$ cat src/rtl/narrow_32to16_unit.sv
// narrow_32to16_unit: narrows 32-bit words to 16 bits with range check, clamp/truncate, overflow counter and 2-entry FIFO
module narrow_32to16_unit #(
  parameter int CNT_W = 8
) (
  input  logic             clk,
  input  logic             rst_n,
  input  logic             in_valid,
  output logic             in_ready,
  input  logic [31:0]      in_data,
  input  logic             in_signed,
  input  logic             in_sat,
  output logic             out_valid,
  input  logic             out_ready,
  output logic [15:0]      out_data,
  output logic             out_ovf,
  input  logic             cnt_clr,
  output logic [CNT_W-1:0] ovf_count
);
  logic [1:0][15:0] mem_data;
  logic [1:0]       mem_ovf;
  logic             wr_ptr, rd_ptr, rdy_q;
  logic [1:0]       count;
  logic             ovf, push, pop;
  logic [15:0]      res, sat_val;
  always_comb begin
    ovf     = in_signed ? !((&in_data[31:15]) || !(|in_data[31:15])) : |in_data[31:16];
    sat_val = in_signed ? (in_data[31] ? 16'h8000 : 16'h7FFF) : 16'hFFFF;
    res     = (ovf && in_sat) ? sat_val : in_data[15:0];
    in_ready  = rdy_q && (count < 2'd2);
    out_valid = count != 2'd0;
    push      = in_valid && in_ready;
    pop       = out_valid && out_ready;
    out_data  = mem_data[rd_ptr];
    out_ovf   = mem_ovf[rd_ptr];
  end
  // rdy_q holds in_ready low until the first edge after reset release
  always_ff @(posedge clk or negedge rst_n) begin
    if (!rst_n) begin
      mem_data  <= '0;
      mem_ovf   <= '0;
      wr_ptr    <= 1'b0;
      rd_ptr    <= 1'b0;
      count     <= 2'd0;
      rdy_q     <= 1'b0;
      ovf_count <= '0;
    end else begin
      rdy_q <= 1'b1;
      if (push) begin
        mem_data[wr_ptr] <= res;
        mem_ovf[wr_ptr]  <= ovf;
        wr_ptr           <= !wr_ptr;
      end
      if (pop) rd_ptr <= !rd_ptr;
      count <= count + {1'b0, push} - {1'b0, pop};
      if (cnt_clr) ovf_count <= '0;
      else if (push && ovf && !(&ovf_count)) ovf_count <= ovf_count + 1'b1;
    end
  end
endmodule
$ cat config.mk
export PLATFORM = sky130hd
export DESIGN_NAME = narrow_32to16_unit
export DESIGN_NICKNAME = d
export VERILOG_FILES = /design/src/rtl/narrow_32to16_unit.sv
export SDC_FILE = /design/constraint.sdc
export NUM_CORES = 1
export LEC_CHECK = 0
export ABC_CLOCK_PERIOD_IN_PS = 6040
export CAP_MARGIN = 20
export CORE_ASPECT_RATIO = 1.75
export CORE_MARGIN = 5
export CORE_UTILIZATION = 40
export DETAILED_ROUTE_END_ITERATION = 8
export PLACE_DENSITY = 0.72
export RECOVER_POWER = 100
export SYNTH_ARGS = -nofsm -noshare
export SYNTH_HDL_FRONTEND = slang
export SYNTH_SLANG_ARGS = --single-unit
$ cat constraint.sdc
create_clock -name clk -period 6.04 [get_ports clk]
set_clock_uncertainty 0.1 [all_clocks]
set_input_delay 1.812 -clock clk [delete_from_list [all_inputs] [get_ports clk]]
set_output_delay 1.812 -clock clk [all_outputs]
set_load 0.005 [all_outputs]
==> key figures <==
Status
  – Outcome: complete, but fails checks
  – Failing checks: max-capacitance violations, max-slew violations

Placement
  – Pre-CTS setup slack: 1480 ps
  – I/O Buffers: 65
  – DP HPWL: 4030 um
  – Final Wtd Congestion: 0.748
  – Number of cells after detailed placement: 363

Yosys
  – Post-synthesis cell count: about 240
  – Dominant synthesized flop cell: dfrtp_1
  – Leading area contributor after synthesis: dfrtp_1
  – List of most frequent post-synthesis cells: 47 x dfrtp_1, 40 x nand2_1, 23 x mux2_2, 19 x o21ai_1, 17 x a21oi_1
  – Number of synthesized flops with an enable pin: 0
  – Post-Syn Nets: around 280
  – Yosys warns: 0
  – Seq cells post-synth: 47
  – Synth Area per Inst: 9.85 um^2
  – Netlist cell types: 34
  – Post-synth ARST share: 1.00
  – Largest cells by area after synthesis: dfrtp_1 50%, mux2_2 11%, nand2_1 6.4%, o21ai_1 4.1%, a21oi_1 3.6%
  – Register area share after synthesis: 0.504
  – Syn Std Cell Area: about 2300 um^2
  – Top-area cell type share of the netlist area: 0.504
  – Count leader, synth: dfrtp_1

Power
  – Lkg Pwr: 0.00138 uW
  – Pwr Density: 389 nW/um^2
  – Worst IR Drop VDD: roughly 150 uV

Drt
  – DRC: 0
  – Wirelength per Cell: 15.7 um
  – Vias/cell: between 5 and 6
  – Initial DRC count: 68
  – DRT antenna net count: 0
  – TritonRoute pass-1 iters: 4
  – Via Count: ~2000
  – Routed wire length: 5850 um

Finish
  – Nets: 338
  – # fillers: around 520
  – Antenna cells: 0
  – Footprint of the multi-input gates: 1070 um^2
  – Seq. cell area: 1180 um^2
  – Post-Route Utilization: 0.553
  – Share of cells above drive strength 1: 0.0976
  – Post-route insts no fill: around 370
  – Area grow syn2layout: 33.4%

Floorplanning
  – Initial Util: 0.415
  – Die area: 7520 um^2
  – Row cnt: 36
  – Die span in y: 111 um
  – Core Area: 5630 um^2
  – Io pins: 66
  – Die Wd: 67.8 um

Critical path
  – Critical-path top delay cell: a41o_1
  – Worst path bufs/invs: 1
  – Crit path max-delay family: simple AND/OR/NAND/NOR gates
  – Crit path arrival time: 4380 ps
  – CP max FO: 17
  – CP Cell Sequence: dlygate4sd3_1 > nand4_1 > nor3_1 > nand4_1 > a41o_1 > o21ai_0
  – Crit path required time: 6150 ps
  – Max stage delay on crit path: 690 ps
  – Critical path endpoint category: flip-flop
  – Critical path's most frequent cell: nand4_1
  – Critical path type: in2reg
  – Critical path launch point type: input port

Clock tree
  – Maximum clock path buffer count: 2
  – Clk_lat worst skew: approximately 300 ps
  – Htree depth: 2
  – Num Clock Sinks: 47
  – CTS resizes: 0
  – TritonCTS clock tree: built
  – Root buffer cell: clkbuf_8
  – TritonCTS buffer count: 5
  – Post-CTS setup buffers: 0
  – Worst-path clk slew: roughly 90 ps
  – # hold bufs at CTS: 0

GRT
  – Vias in the first global route: 2041
  – GRT Total Usage: 0.164
  – GRT overflow: 0
  – Largest net degree at the start of global routing: 48
  – Global-route wire length before repair: 9530 um
  – Initial antenna violation count: 0

STA
  – Max frequency: ~0.23 GHz
  – Setup WS post-layout: 1770 ps
  – RSZ-0062 raised after global routing: false
  – Final setup viols: 0
  – Sum of negative setup slack: 0 ps
  – Slew headroom: -0.455
  – Clock period minus worst slack: ~4300 ps
  – Period utilisation layout: 0.707
  – Measured slew at the worst slew-check pin: between 2000 and 2500 ps
  – Final hold vios: 0
  – Fin. max-slew vios: 43

Job
  – Number of max-cap violations: 1

Hold path
  – Hold Path Class: reg2reg
## area by class of cell
class                      instances  area share
clock buffer                       5      0.0221
clock inverter                     3      0.0153
inverter                           1     0.00121
multi-input combinational        174       0.344
sequential                        47       0.378
tap                               76      0.0305
timing repair buffer              67       0.209
## layout by cell type, fill, tap and decap left out, drive strengths merged
cell	synthesis	final
xor2	1	1
mux2	23	23
o31a	1	1
o21ai	34	34
conb	1	1
o31ai	2	2
and2	1	1
nand2b	1	1
a41o	2	2
clkbuf	11	8
nand4	4	4
inv	1	2
nor4	8	8
a31o	1	1
and3	2	2
or2	3	3
ha	3	3
nor4b	1	1
clkdlybuf4s50	0	37
or4	2	2
mux2i	1	1
a21oi	17	17
and4	2	2
nand2	40	40
or4b	1	1
bufinv	0	1
nand3	6	6
nor3	2	2
xnor2	2	2
nor2b	7	7
dfrtp	47	47
nor2	6	6
clkinv	0	1
dlygate4sd3	0	27
## state kept, by name, summed over array words and instances, names as in the netlist
signal	cells
wr_ptr	1
count	2
rd_ptr	1
rdy_q	1
ovf_count	8
mem_ovf	2
mem_data	32
## worst reg2reg max path, cell delays in order (launching register included)
cell     delay, ps
dfrtp_1        360
nor2b_1        150
nand2_1        140
or2_0          960
a41o_1         540
o21ai_0        220
## logic make-up (layout without fill, tap and decap cells)
kind of cell,after synthesis,in the layout,synth area share
muxes,24,24,0.115
buffers and inverters,16,76,0.0359
adders and majority gates,3,3,0.0161
xor gates and xnor gates,3,3,0.0113
other,1,1,0.00161
AOI/OAI and AO/OA,57,57,0.133
and+or+nand+nor,86,86,0.183
DFF,47,47,0.504
## stage by stage
step	power, uW	area [um^2]	hold slack [ps]
2_1_floorplan	765	2330	344
3_3_place_gp	1020	3000	357
3_5_place_dp	1030	3000	365
4_1_cts	1270	3110	385
5_1_grt	1300	3110	411
6_report	1210	3110	378
## per-layer routing
metal | vias to the layer above | track usage | part of all wire
li1 | 959 | - | -
met1 | 967 | 0.190 | 0.39
met2 | 48 | 0.288 | 0.54
met3 | 8 | 0.0375 | 0.054
met4 | 0 | 0.0528 | 0.015
met5 | - | 0 | 0
## where the power goes
part	internal [uW]	leakage (uW)	switching, uW
registers	438	0.000591	83.5
clock network	126	0.0000587	114
logic	274	0.000727	178
## worst paths after layout
kind	start	end	slack (ps)	cells after the start
hold / removal	mem_data[31]	mem_data[31]	380	2
hold reg to reg	mem_data[31]	mem_data[31]	380	2
setup reg to reg	rdy_q	mem_data[9]	3430	5
max in group asynchronous	rst_n	mem_data[31]	2210	2
min in group asynchronous	rst_n	mem_data[22]	1270	1
setup / recovery	in_data[22]	mem_data[9]	1770	6
Power figures use the tool's default switching activity.
